[config.mk]
export PLATFORM = sky130hd
export DESIGN_NAME = fetch_stage_flat
export DESIGN_NICKNAME = d
export VERILOG_FILES = /design/src/rtl/fetch_stage_if.sv /design/src/rtl/fetch_stage.sv /design/src/flat_wrapper.sv
export SDC_FILE = /design/constraint.sdc
export NUM_CORES = 1
export LEC_CHECK = 0
export ABC_AREA = 0
export BUFFER_PORTS_ARGS = -buffer_cell sky130_fd_sc_hd__buf_2
export CORE_UTILIZATION = 45
export DETAILED_ROUTE_END_ITERATION = 16
export GPL_TIMING_DRIVEN = 0
export PLACE_DENSITY = 0.79
export SKIP_LAST_GASP = 1
export SYNTH_ARGS = -nofsm -noshare
export SYNTH_HDL_FRONTEND = slang
export SYNTH_SLANG_ARGS = --single-unit
[constraint.sdc]
create_clock -name clk -period 6.75 [get_ports clk]
set_clock_uncertainty 0.2 [all_clocks]
set_input_delay 0 -clock clk [delete_from_list [all_inputs] [get_ports clk]]
set_output_delay 0 -clock clk [all_outputs]
set_load 0.01 [all_outputs]
[src/rtl/fetch_stage_if.sv]
// rtl/fetch_stage_if.sv - fetch stage bus bundle: imem request/response, redirect, decode handoff
// FETCH_MISALIGN_CHECK_EN adds the id_misalign signal.
interface fetch_stage_if;
  logic        imem_req_valid;
  logic        imem_req_ready;
  logic [31:0] imem_req_addr;
  logic        imem_rsp_valid;
  logic [31:0] imem_rsp_data;
  logic        redirect_valid;
  logic [31:0] redirect_pc;
  logic        id_valid;
  logic        id_ready;
  logic [31:0] id_inst;
  logic [31:0] id_pc;
`ifdef FETCH_MISALIGN_CHECK_EN
  logic        id_misalign;
`endif

  modport master (
    output imem_req_valid,
    input  imem_req_ready,
    output imem_req_addr,
    input  imem_rsp_valid,
    input  imem_rsp_data,
    input  redirect_valid,
    input  redirect_pc,
    output id_valid,
    input  id_ready,
    output id_inst,
    output id_pc
`ifdef FETCH_MISALIGN_CHECK_EN
    , output id_misalign
`endif
  );

  modport slave (
    input  imem_req_valid,
    output imem_req_ready,
    input  imem_req_addr,
    output imem_rsp_valid,
    output imem_rsp_data,
    output redirect_valid,
    output redirect_pc,
    input  id_valid,
    output id_ready,
    input  id_inst,
    input  id_pc
`ifdef FETCH_MISALIGN_CHECK_EN
    , input id_misalign
`endif
  );
endinterface

[src/rtl/fetch_stage.sv]
// rtl/fetch_stage.sv - RV32 instruction fetch stage with credit-limited fetch buffer
// Optional feature macro: FETCH_MISALIGN_CHECK_EN (misaligned redirect reporting).
module fetch_stage #(
  parameter logic [31:0] RESET_PC = 32'h0000_0000,
  parameter int          DEPTH    = 3
) (
  input logic           clk,
  input logic           reset,
  fetch_stage_if.master bus
);

  localparam int              CW    = $clog2(DEPTH + 1);
  localparam int              PW    = $clog2(DEPTH);
  localparam logic [CW:0]     LIMIT = (CW + 1)'(DEPTH);
  localparam logic [PW-1:0]   LAST  = PW'(DEPTH - 1);
  localparam logic [31:0]     NOP   = 32'h0000_0013;

  logic [31:0]   fetch_pc;
  logic [31:0]   rsp_pc;
  logic [CW-1:0] outstanding;
  logic [CW-1:0] drop;
  logic [CW-1:0] count;
  logic [PW-1:0] rd_ptr;
  logic [PW-1:0] wr_ptr;
  logic [31:0]   buf_pc   [DEPTH];
  logic [31:0]   buf_inst [DEPTH];

  logic [31:0]   target;
  logic          fetch_en;
  logic          req_fire;
  logic          rsp_drop;
  logic          push;
  logic          pop;

  function automatic logic [PW-1:0] ptr_inc(input logic [PW-1:0] p);
    return (p == LAST) ? '0 : p + 1'b1;
  endfunction

`ifdef FETCH_MISALIGN_CHECK_EN
  logic halted;
  logic mis_redirect;
  logic buf_mis [DEPTH];

  assign mis_redirect    = bus.redirect_valid && (bus.redirect_pc[1:0] != 2'b00);
  assign fetch_en        = !halted;
  assign bus.id_misalign = buf_mis[rd_ptr];
`else
  assign fetch_en = 1'b1;
`endif

  // Low address bits are dropped so fetch always stays word aligned.
  assign target = bus.redirect_pc & 32'hFFFF_FFFC;

  // A request only goes out when a buffer slot is already reserved for its response.
  assign bus.imem_req_valid = !reset && !bus.redirect_valid && fetch_en &&
                              (({1'b0, outstanding} + {1'b0, count}) < LIMIT);
  assign bus.imem_req_addr  = fetch_pc;
  assign req_fire           = bus.imem_req_valid && bus.imem_req_ready;

  assign rsp_drop = bus.imem_rsp_valid && (drop != '0);
  assign push     = bus.imem_rsp_valid && (drop == '0) && !bus.redirect_valid;

  assign bus.id_valid = (count != '0) && !bus.redirect_valid;
  assign bus.id_inst  = buf_inst[rd_ptr];
  assign bus.id_pc    = buf_pc[rd_ptr];
  assign pop          = bus.id_valid && bus.id_ready;

  // Fetch address and the address to tag onto the next kept response.
  always_ff @(posedge clk or posedge reset) begin
    if (reset) begin
      fetch_pc <= RESET_PC;
      rsp_pc   <= RESET_PC;
    end else if (bus.redirect_valid) begin
      fetch_pc <= target;
      rsp_pc   <= target;
    end else begin
      if (req_fire) fetch_pc <= fetch_pc + 32'd4;
      if (push)     rsp_pc   <= rsp_pc + 32'd4;
    end
  end

  // In-flight request tracking; a redirect turns every still-pending response into a drop.
  always_ff @(posedge clk or posedge reset) begin
    if (reset) begin
      outstanding <= '0;
      drop        <= '0;
    end else if (bus.redirect_valid) begin
      outstanding <= outstanding - CW'(bus.imem_rsp_valid);
      drop        <= outstanding - CW'(bus.imem_rsp_valid);
    end else begin
      outstanding <= outstanding + CW'(req_fire) - CW'(bus.imem_rsp_valid);
      drop        <= drop - CW'(rsp_drop);
    end
  end

  // Circular buffer pointers and occupancy; a redirect empties the buffer.
  always_ff @(posedge clk or posedge reset) begin
    if (reset) begin
      rd_ptr <= '0;
      wr_ptr <= '0;
      count  <= '0;
    end else if (bus.redirect_valid) begin
      rd_ptr <= '0;
`ifdef FETCH_MISALIGN_CHECK_EN
      if (mis_redirect) begin
        wr_ptr <= PW'(1);
        count  <= CW'(1);
      end else begin
        wr_ptr <= '0;
        count  <= '0;
      end
`else
      wr_ptr <= '0;
      count  <= '0;
`endif
    end else begin
      if (push) wr_ptr <= ptr_inc(wr_ptr);
      if (pop)  rd_ptr <= ptr_inc(rd_ptr);
      count <= count + CW'(push) - CW'(pop);
    end
  end

  // Buffer entry storage: responses land at wr_ptr, a misaligned redirect leaves a NOP in slot 0.
  always_ff @(posedge clk or posedge reset) begin
    if (reset) begin
      for (int i = 0; i < DEPTH; i++) begin
        buf_pc[i]   <= '0;
        buf_inst[i] <= '0;
`ifdef FETCH_MISALIGN_CHECK_EN
        buf_mis[i]  <= 1'b0;
`endif
      end
    end else begin
`ifdef FETCH_MISALIGN_CHECK_EN
      if (mis_redirect) begin
        buf_pc[0]   <= bus.redirect_pc;
        buf_inst[0] <= NOP;
        buf_mis[0]  <= 1'b1;
      end else
`endif
      if (push) begin
        buf_pc[wr_ptr]   <= rsp_pc;
        buf_inst[wr_ptr] <= bus.imem_rsp_data;
`ifdef FETCH_MISALIGN_CHECK_EN
        buf_mis[wr_ptr]  <= 1'b0;
`endif
      end
    end
  end

`ifdef FETCH_MISALIGN_CHECK_EN
  // Fetch stops after a misaligned redirect and resumes on the next redirect.
  always_ff @(posedge clk or posedge reset) begin
    if (reset) begin
      halted <= 1'b0;
    end else if (bus.redirect_valid) begin
      halted <= mis_redirect;
    end
  end
`endif

endmodule

[src/flat_wrapper.sv]
// flat-port wrapper written by rule: the top's interface ports become plain ports
module fetch_stage_flat 
#(
  parameter logic [31:0] RESET_PC = 32'h0000_0000,
  parameter int          DEPTH    = 3
)
  (clk, reset, bus_imem_req_valid, bus_imem_req_ready, bus_imem_req_addr, bus_imem_rsp_valid, bus_imem_rsp_data, bus_redirect_valid, bus_redirect_pc, bus_id_valid, bus_id_ready, bus_id_inst, bus_id_pc);
  fetch_stage_if bus_i ();
  input logic clk;
  input logic reset;
  output wire logic [$bits(bus_i.imem_req_valid)-1:0] bus_imem_req_valid;
  input wire logic [$bits(bus_i.imem_req_ready)-1:0] bus_imem_req_ready;
  output wire logic [$bits(bus_i.imem_req_addr)-1:0] bus_imem_req_addr;
  input wire logic [$bits(bus_i.imem_rsp_valid)-1:0] bus_imem_rsp_valid;
  input wire logic [$bits(bus_i.imem_rsp_data)-1:0] bus_imem_rsp_data;
  input wire logic [$bits(bus_i.redirect_valid)-1:0] bus_redirect_valid;
  input wire logic [$bits(bus_i.redirect_pc)-1:0] bus_redirect_pc;
  output wire logic [$bits(bus_i.id_valid)-1:0] bus_id_valid;
  input wire logic [$bits(bus_i.id_ready)-1:0] bus_id_ready;
  output wire logic [$bits(bus_i.id_inst)-1:0] bus_id_inst;
  output wire logic [$bits(bus_i.id_pc)-1:0] bus_id_pc;
  assign bus_imem_req_valid = bus_i.imem_req_valid;
  assign bus_i.imem_req_ready = bus_imem_req_ready;
  assign bus_imem_req_addr = bus_i.imem_req_addr;
  assign bus_i.imem_rsp_valid = bus_imem_rsp_valid;
  assign bus_i.imem_rsp_data = bus_imem_rsp_data;
  assign bus_i.redirect_valid = bus_redirect_valid;
  assign bus_i.redirect_pc = bus_redirect_pc;
  assign bus_id_valid = bus_i.id_valid;
  assign bus_i.id_ready = bus_id_ready;
  assign bus_id_inst = bus_i.id_inst;
  assign bus_id_pc = bus_i.id_pc;
  fetch_stage #(.RESET_PC(RESET_PC), .DEPTH(DEPTH)) u_core (.clk(clk), .reset(reset), .bus(bus_i));
endmodule
Word-level counts from Yosys, hierarchy flattened
Cells that the tools add are included.
{"block": "totals", "reg_bits": 266, "wordCells": 72, "in_bits": 70, "out_inout_bits": 98}
{"block": "op_classes", "order_cmp": 4, "n_eq_ne": 2, "mux": 23, "n_reduce_logical": 17, "bitwise_logic": 2, "add_sub_neg": 11}
{"op": "32-bit 2-to-1 mux", "count": 9}
{"op": "96-bit bitwise mux", "count": 2}
{"op": "32-bit binary-select mux with 2-bit select", "count": 2}
{"op": "32-bit by 3-bit adder with 32-bit output (second input constant)", "count": 2}
{"op": "32-bit demux with 2-bit select", "count": 1}
{"op": "2-bit 2-to-1 mux", "count": 9}
{"op": "2-bit nonzero test", "count": 5}
{"op": "1-bit logical AND", "count": 9}
{"op": "2-bit by 1-bit subtractor with 2-bit output", "count": 4}
{"op": "3-bit >= comparator (second input constant)", "count": 2}
{"op": "2-bit NOT with 3-bit output", "count": 2}
{"op": "2-bit by 1-bit adder with 2-bit output", "count": 2}
{"op": "2-bit by 1-bit adder with 2-bit output (second input constant)", "count": 2}
{"op": "2-bit == test (second input constant)", "count": 2}
{"op": "2-bit by 2-bit adder with 3-bit output", "count": 1}
{"op": "3-bit by 1-bit < comparator with 1-bit output (second input constant)", "count": 1}
{"op": "3-bit by 2-bit < comparator with 1-bit output (second input constant)", "count": 1}
{"op": "1-bit logical NOT", "count": 2}
{"op": "2-bit logical NOT", "count": 1}

Logic depth before layout (Yosys ltp)
Gate-level depths: netlist of run 1.
{"block": "depth", "depth_word": 7, "mapped_depth": 9, "ltp_nobuf": 9}

Worst setup path before layout of run 1
OpenSTA, ideal clock, no wires.
{"block": "synth_timing", "kind": "reg2reg", "start": "register u_core.count[0]", "end": "register u_core.fetch_pc[27], in the netlist u_core.bus.imem_req_addr[27]", "arrival_ns": 2.453, "synth_period_minus_slack_ns": 2.790, "setup_time_ns": 0.137, "path_buffers": 2, "slack_ns": 3.960, "t_required_ns": 6.413, "path_stages_with_launch": 9, "path_cell_list": "dfrtp_1 > ha_1 > fa_1 > a2111oi_4 > nand2_2 > buf_2 > buf_2 > o311ai_0 > nand3_1"}
{"block": "synth_via", "elab_chain_cells": 5}
{"item": "start: declaration", "line": "fetch_stage.sv:22", "rtl": "logic [CW-1:0] count;"}
{"item": "start signal: assignment", "line": "fetch_stage.sv:119", "rtl": "count <= count + CW'(push) - CW'(pop);"}
{"item": "2-bit by 2-bit adder with 3-bit output", "line": "fetch_stage.sv:56", "rtl": "(({1'b0, outstanding} + {1'b0, count}) < LIMIT);"}
{"item": "3-bit by 2-bit < comparator with 1-bit output", "line": "fetch_stage.sv:56"}
{"item": "1-bit logical AND", "line": "fetch_stage.sv:55", "rtl": "assign bus.imem_req_valid = !reset && !bus.redirect_valid && fetch_en &&"}
{"item": "via bus_imem_req_valid", "line": "flat_wrapper.sv:11", "rtl": "output wire logic [$bits(bus_i.imem_req_valid)-1:0] bus_imem_req_valid;"}
{"item": "1-bit logical AND", "line": "fetch_stage.sv:58", "rtl": "assign req_fire = bus.imem_req_valid && bus.imem_req_ready;"}
{"item": "2-bit nonzero test (no source line)"}
{"item": "end signal: assignment", "line": "fetch_stage.sv:74", "rtl": "fetch_pc <= target;"}
{"item": "end signal: assignment", "line": "fetch_stage.sv:77", "rtl": "if (req_fire) fetch_pc <= fetch_pc + 32'd4;"}
{"item": "end: declaration", "line": "fetch_stage.sv:18", "rtl": "logic [31:0] fetch_pc;"}
The timed path passes the listed nets, and every way through them passes these cells.
A chain may end at the register's enable or synchronous reset.

Worst setup path in the final report of run 1
{"block": "layout_timing", "start": "register u_core.count[0]", "end": "register u_core.fetch_pc[25], in the netlist u_core.bus.imem_req_addr[25]"}
{"block": "layout_via", "elab_chain_cells": 5}
{"item": "2-bit by 2-bit adder with 3-bit output", "line": "fetch_stage.sv:56"}
{"item": "3-bit by 2-bit < comparator with 1-bit output", "line": "fetch_stage.sv:56"}
{"item": "1-bit logical AND", "line": "fetch_stage.sv:55"}
{"item": "1-bit logical AND", "line": "fetch_stage.sv:58"}
{"item": "2-bit nonzero test (no source line)"}
No other way between the ends.

==> flow_summary.ini, run 1 <==
[sta]
fin_crit_sh = 0.5382
finalMaxSlewViolations = 0
timing.final.ws_setup_ns = 3.117
hold_viol_final = 0
grt_setup_unrepaired = no
fmax_mhz = 275.3
setup_violations = 0
fin_tns_setup_ns = 0
tightest_slew_ns = 1.131
relSlewSlack = 0.2397
min_period_ns = 3.633

[route]
routed_via_density = 5.612
routedWlPerCell_um = 19.05
drc = 0
drt_first_pass_iters = 5
finalWirelength_um = 32310
via_count = 9518
drtIter0Drc = 678
antenna_left = 0

[setup_path]
worst_setup_path_end_kind = flip-flop
cpMostUsedCell = buf_2
critPathRequiredTime_ns = 6.97
max_stage_delay_ns = 0.57
critPathArrivalTime_ns = 3.85
slowest_stage = dlygate4sd3_1
cp_cell_sequence = ha_1 > fa_1 > a2111oi_4 > nand2_2 > buf_2 > buf_2 > o311ai_0 > nand3_1 > dlygate4sd3_1
worstSetupPathType = flip-flop to flip-flop
cp_top_family = buffers and inverters
cp_max_fo = 10
start_kind = flip-flop
crit_buf_inv = 3

[grt]
grt_use_total = 0.2316
grt_max_degree = 41
antenna_found_initial = 0
grt_overflow = 0
first_global_vias = 9771
grt_first_pass_wirelength_um = 52260

[synth]
synth_xor_area_frac = 0.02628
synthesis.yosys.warnings = 0
synth_area_leaders = dfrtp_1, mux2_2, mux2i_1
yosysTopAreaCellShare = 0.5196
synth_adder_area_share = 0.009742
seq_area_frac_synth = 0.5196
synth_area_mm2 = 0.01233
synth_edf_count = 0
async_flop_share = 1.000
syn_area_per_cell_um2 = 11.62
synth_compound_area_frac = 0.07439
synthCells = 1061
synth-seq-cells = 256
synthFlopType = dfrtp_1
synth_cell_types = 67
synth.area.mux_share = 0.2238
synthSimpleGateAreaFrac = 0.1092
yosys.area.top_type = dfrtp_1
synth_top_family_by_area = multiplexers

[clock_tree]
cts-root-buf = clkbuf_16
clock_sink_count = 256
cts_tree = yes
postCtsSetupRepairBufs = 0
numCtsBuffers = 28
clk_latency_ns = 0.53
cts_resized = 0
cts.hold.buffers_added = 71
clk_pin_slew_ns = 0.06
cts.htree.levels = 1
clk_path_buf_depth = 3

[die]
dieArea_mm2 = 0.02806
coreArea_mm2 = 0.02695
fp.dieW_um = 167.5
start_util = 0.4575
pin_count = 168
rows = 60
die_h_um = 167.5

[layout]
fin_nets = 1412
antennaDiodeCount = 0
syn2layout_area_growth_pct = 25.75
num-fill-cells = 2146
drive_gt1_frac = 0.3077

[placement]
hpwlAfterDp_um = 21680
io_buffers = 161
pre_cts_slack_ns = 3.691
place.gp.congestion = 0.8820

[worst_hold_path]
hold_path_class = input port to flip-flop

[pwr]
leakage_nw = 7.001
ir_drop_uv = 196.1
power_density_mw_per_mm2 = 351.6

[job]
drv_cap = 0

[run_status]
status = complete, no violations
==> placed cells by master (no fill, tap or decap), types with 7 or more instances in the layout <==
cell type        n
nor3_2           7
o22ai_1         29
xor2_1           8
xnor2_1         29
nand4_1         16
mux2_1          47
clkbuf_16       29
nor3_1          12
buf_12           7
o21ai_0         57
dlygate4sd3_1   71
buf_2          179
and3_1           7
clkinv_2         7
nand3_1         28
clkbuf_1        39
o211ai_1        10
ha_1             8
nor2_1          30
mux2i_1         63
or4_1            7
dfrtp_1        256
inv_1           16
bufinv_16        8
mux2_2         142
nand2_1        126
a21oi_1          9
o21ai_1         15
==> flip-flops by register name (all words and copies together), names as in the netlist <==
name	cells
u_core.buf_inst	96
u_core.buf_pc	90
u_core.bus.imem_req_addr	30
u_core.rsp_pc	30
u_core.count	2
u_core.drop	2
u_core.outstanding	2
u_core.rd_ptr	2
u_core.wr_ptr	2
==> worst register-to-register path, cell delays in order (launching register included) <==
cell           delay, ns
dfrtp_1             0.40
ha_1                0.21
fa_1                0.48
a2111oi_4           0.48
nand2_2             0.24
buf_2               0.25
buf_2               0.22
o311ai_0            0.37
nand3_1             0.11
dlygate4sd3_1       0.57
==> area by class of cell <==
type                    count  area (um2)  area share
flip-flops and latches    256        6406      0.4132
multi-input cells         718        5482      0.3536
repair buffers            239        1657      0.1069
clock buffers              34       774.5     0.04996
well taps                 341       426.7     0.02752
plain buffers              71       381.6     0.02461
clock inverters            18       301.5     0.01945
inverters                  19       75.07    0.004842
==> cells by family after synthesis <==
group | after synthesis
mux | 252
fa+ha+maj | 9
flops | 256
simple gates | 268
xor+xnor | 37
buf+inv | 90
other cells | 1
compound gates | 148
==> per-layer routing <==
metal,track usage,part of all wire,wire (um),vias up
li1,-,-,-,4327
met1,0.3109,0.44,14280,4797
met2,0.3971,0.49,15710,349
met3,0.02978,0.052,1666,45
met4,0.05624,0.020,647,0
met5,0,0,0,-
==> synth_stat cells, types with 3 or more instances <==
library cell	instances
o21ai_0	57
a21oi_1	9
buf_4	5
nand3_1	28
clkbuf_1	37
and4_1	3
buf_2	18
nor3_2	7
mux2i_1	63
xnor2_1	29
ha_1	8
buf_6	4
o21ai_1	15
nor3_1	12
o211ai_1	10
nor2_1	30
nor4_1	4
mux2_1	47
xor2_1	8
o311ai_0	5
o311ai_1	5
a31oi_1	4
clkbuf_8	3
nor2b_1	5
dfrtp_1	256
or4_1	7
or3_1	4
nand4_1	16
nand2_1	126
o22ai_1	29
mux2_2	142
inv_1	17
and3_1	7
==> report_power, final <==
group          switching, mW  total, mW  internal, mW
combinational          0.723       1.44         0.722
clock                  0.636       1.76          1.12
sequential             0.280       2.25          1.97
total                   1.64       5.45          3.81
==> per-stage QoR <==
stage / std cells / hold WS, ns / util / total power, mW / cell area (um2)
after CTS: 1696 / 0.02704 / 0.5753 / 5.461 / 15500
after global routing: 1696 / 0.05980 / 0.5753 / 5.718 / 15500
after detailed placement: 1573 / -0.1340 / 0.5090 / 3.662 / 13720
after global placement: 1566 / 0.04062 / 0.5038 / 3.577 / 13580
final: 1696 / 0.05103 / 0.5753 / 5.452 / 15500
after floorplan: 1064 / -0.1723 / - / 3.124 / 12340
==> path summary, 6_finish.rpt <==
check | start | end | slack (ns) | depth (start not counted)
setup / recovery | u_core.count[0] | u_core.bus.imem_req_addr[25] | 3.12 | 9
hold / removal | bus_imem_rsp_data[28] | u_core.buf_inst[28] | 0.05 | 3
setup reg to reg | u_core.count[0] | u_core.bus.imem_req_addr[25] | 3.12 | 9
max in group asynchronous | reset | u_core.buf_inst[69] | 4.82 | 7
min in group asynchronous | reset | u_core.bus.imem_req_addr[2] | 0.47 | 4
hold reg to reg | u_core.buf_pc[2] | u_core.buf_pc[2] | 0.29 | 1
Note: power is estimated with default switching activity, not from simulation.
==> inputs of run 2 (changes only) <==
==> constraint.sdc (replaced) <==
create_clock -name clk -period 2.92 [get_ports clk]
set_clock_uncertainty 0.2 [all_clocks]
set_input_delay 0 -clock clk [delete_from_list [all_inputs] [get_ports clk]]
set_output_delay 0 -clock clk [all_outputs]
set_load 0.01 [all_outputs]
==> run 2 against run 1 <==
Effect of this change: combinational power grew 130%; design area increased by 0.36%; largest cell class unchanged; clock power up 130%; routed wire length shrank 0.67%; setup slack got worse by 3.0 ns; first-iteration DRC count grew 4.1%; die area is the same; worst hold slack gained 0.0019 ns; maximum frequency rose by 29%; sequential cell count unchanged; largest power group unchanged; critical path type unchanged.
==> flow_summary.ini, run 2 (synthesized netlist as in run 1, its figures left out) <==
[worst_hold_path]
hold_path_class = input port to flip-flop

[setup_path]
start_kind = flip-flop
timing.rr.end = u_core.bus.imem_req_addr[27]
critPathArrivalTime_ns = 3.03
worst_setup_path_end_kind = flip-flop
worstSetupStartpoint = u_core.count[0]
reg2reg_from = u_core.count[0]
cp-endpoint = u_core.bus.imem_req_addr[27]
worstSetupPathType = flip-flop to flip-flop
reg2reg_depth = 8
critPathRequiredTime_ns = 3.13
rrSetupSlack_ns = 0.1
cp_max_fo = 10

[layout]
final_area_mm2 = 0.01556
final_common_cell = dfrtp_1
top_register = u_core.buf_inst
reg_top3 = u_core.buf_inst: 96 flops, u_core.buf_pc: 90 flops
instances_no_fill = 1695
antennaDiodeCount = 0
fin_util = 0.5773
fin_nets = 1411
largest_reg_flops = 96
drive_gt1_frac = 0.3183
final_cell_mix = dfrtp_1, buf_2, mux2_2
syn2layout_area_growth_pct = 26.19

[grt]
grt_max_degree = 41
first_global_vias = 9717
grt_overflow = 0
grt_use_total = 0.2305
grt_first_pass_wirelength_um = 52090
antenna_found_initial = 0

[pwr]
ir_drop_uv = 452.1
power_mw = 12.61
share_seq_of_total_power = 0.412
clkPwrFrac = 0.322
p_sw_frac = 0.2998
leakage_nw = 7.054
power_density_mw_per_mm2 = 810.6
net-switching-power_mw = 3.781
p_int_mw = 8.831
comb_power_share = 0.266

[die]
die_h_um = 167.5
pin_count = 168
rows = 60
dieArea_mm2 = 0.02806
coreArea_mm2 = 0.02695
start_util = 0.4575
fp.dieW_um = 167.5

[sta]
fin_crit_sh = 0.9663
timing.final.ws_setup_ns = 0.09843
fin_tns_setup_ns = 0
hold_viol_final = 0
grt_setup_unrepaired = yes
finalMaxSlewViolations = 0
hold_slack_ns = 0.05293
fmax_mhz = 354.4
tightest_slew_ns = 0.8360
setup_violations = 0
min_period_ns = 2.822
relSlewSlack = 0.4426

[clock_tree]
clk_path_buf_depth = 3
clk_latency_ns = 0.53
clk_pin_slew_ns = 0.06
cts.htree.levels = 1
cts-root-buf = clkbuf_16
clock_sink_count = 256
numCtsBuffers = 28
cts_tree = yes

[placement]
dpl_cell_area_mm2 = 0.01372
hpwlAfterDp_um = 21680
place.gp.congestion = 0.8820
io_buffers = 161
pre_cts_slack_ns = -0.1391
placed_cells = 1573

[route]
finalWirelength_um = 32090
routed_via_density = 5.578
drt_first_pass_iters = 4
via_count = 9455
routedWlPerCell_um = 18.93
antenna_left = 0
drtIter0Drc = 706
drc = 0

[job]
drv_cap = 0

[run_status]
status = complete, no violations
[run 2: changes by cell type in the layout (fill, tap and decap cells not counted), moves of 3 or more]
cell,before,now
buf_4,5,9
clkbuf_1,39,31
clkbuf_2,0,6
dlygate4sd3_1,71,68
o21ai_0,57,53
o21ai_1,15,19
[run 2: cell type report]
cell class | instances | area, um2
fill | 2139 | 11390
sequential | 256 | 6406
multi-input combinational | 718 | 5525
timing repair buffer | 239 | 1649
clock buffer | 34 | 774.5
tap | 341 | 426.7
buffer | 70 | 400.4
clock inverter | 18 | 301.5
inverter | 19 | 75.07
[run 2: worst min-delay path by stage]
stage	from	end	slack [ns]	cells past startpoint
after CTS	bus_imem_rsp_data[10]	u_core.buf_inst[10]	0.03	3
after detailed placement	reset	u_core.bus.imem_req_addr[3]	-0.13	2
after floorplan	bus_redirect_valid	bus_imem_req_valid	-0.17	1
after global placement	bus_imem_rsp_data[29]	u_core.buf_inst[29]	0.04	2
final	bus_imem_rsp_data[28]	u_core.buf_inst[28]	0.05	3
after global routing	bus_imem_rsp_data[2]	u_core.buf_inst[2]	0.06	3
[run 2: power groups by stage]
| stage | Clock, mW | Sequential, mW | Combinational (mW) |
|---|---|---|---|
| after floorplan | 0 | 5.06 | 2.16 |
| after global placement | 0 | 5.16 | 3.11 |
| after detailed placement | 0 | 5.23 | 3.24 |
| after CTS | 4.12 | 5.17 | 3.33 |
| after global routing | 4.26 | 5.32 | 3.66 |
| final | 4.06 | 5.20 | 3.35 |
[run 2: timing repair]
action / 4_1_cts / 5_1_grt
gates resized for setup: 5 / 29
buffers inserted: 1 / 2
setup endpoints to repair: 64 / 55
endpoints found under the hold margin: 314 / 0
hold buffers: 68 / 0
pin swaps: 2 / 2
[run 2: metal layers]
metal | routed length (um) | global-route usage
met5 | 0 | 0
met3 | 1607 | 0.02860
met1 | 14300 | 0.3123
met2 | 15620 | 0.3942
met4 | 559 | 0.05265
[run 2: critical path, stage by stage, from the launching register on]
cell       delay (ns)
dfrtp_1          0.40
ha_1             0.21
fa_1             0.48
a2111oi_4        0.47
nand2_4          0.13
buf_4            0.20
clkbuf_4         0.21
o311ai_1         0.29
nand3_1          0.10
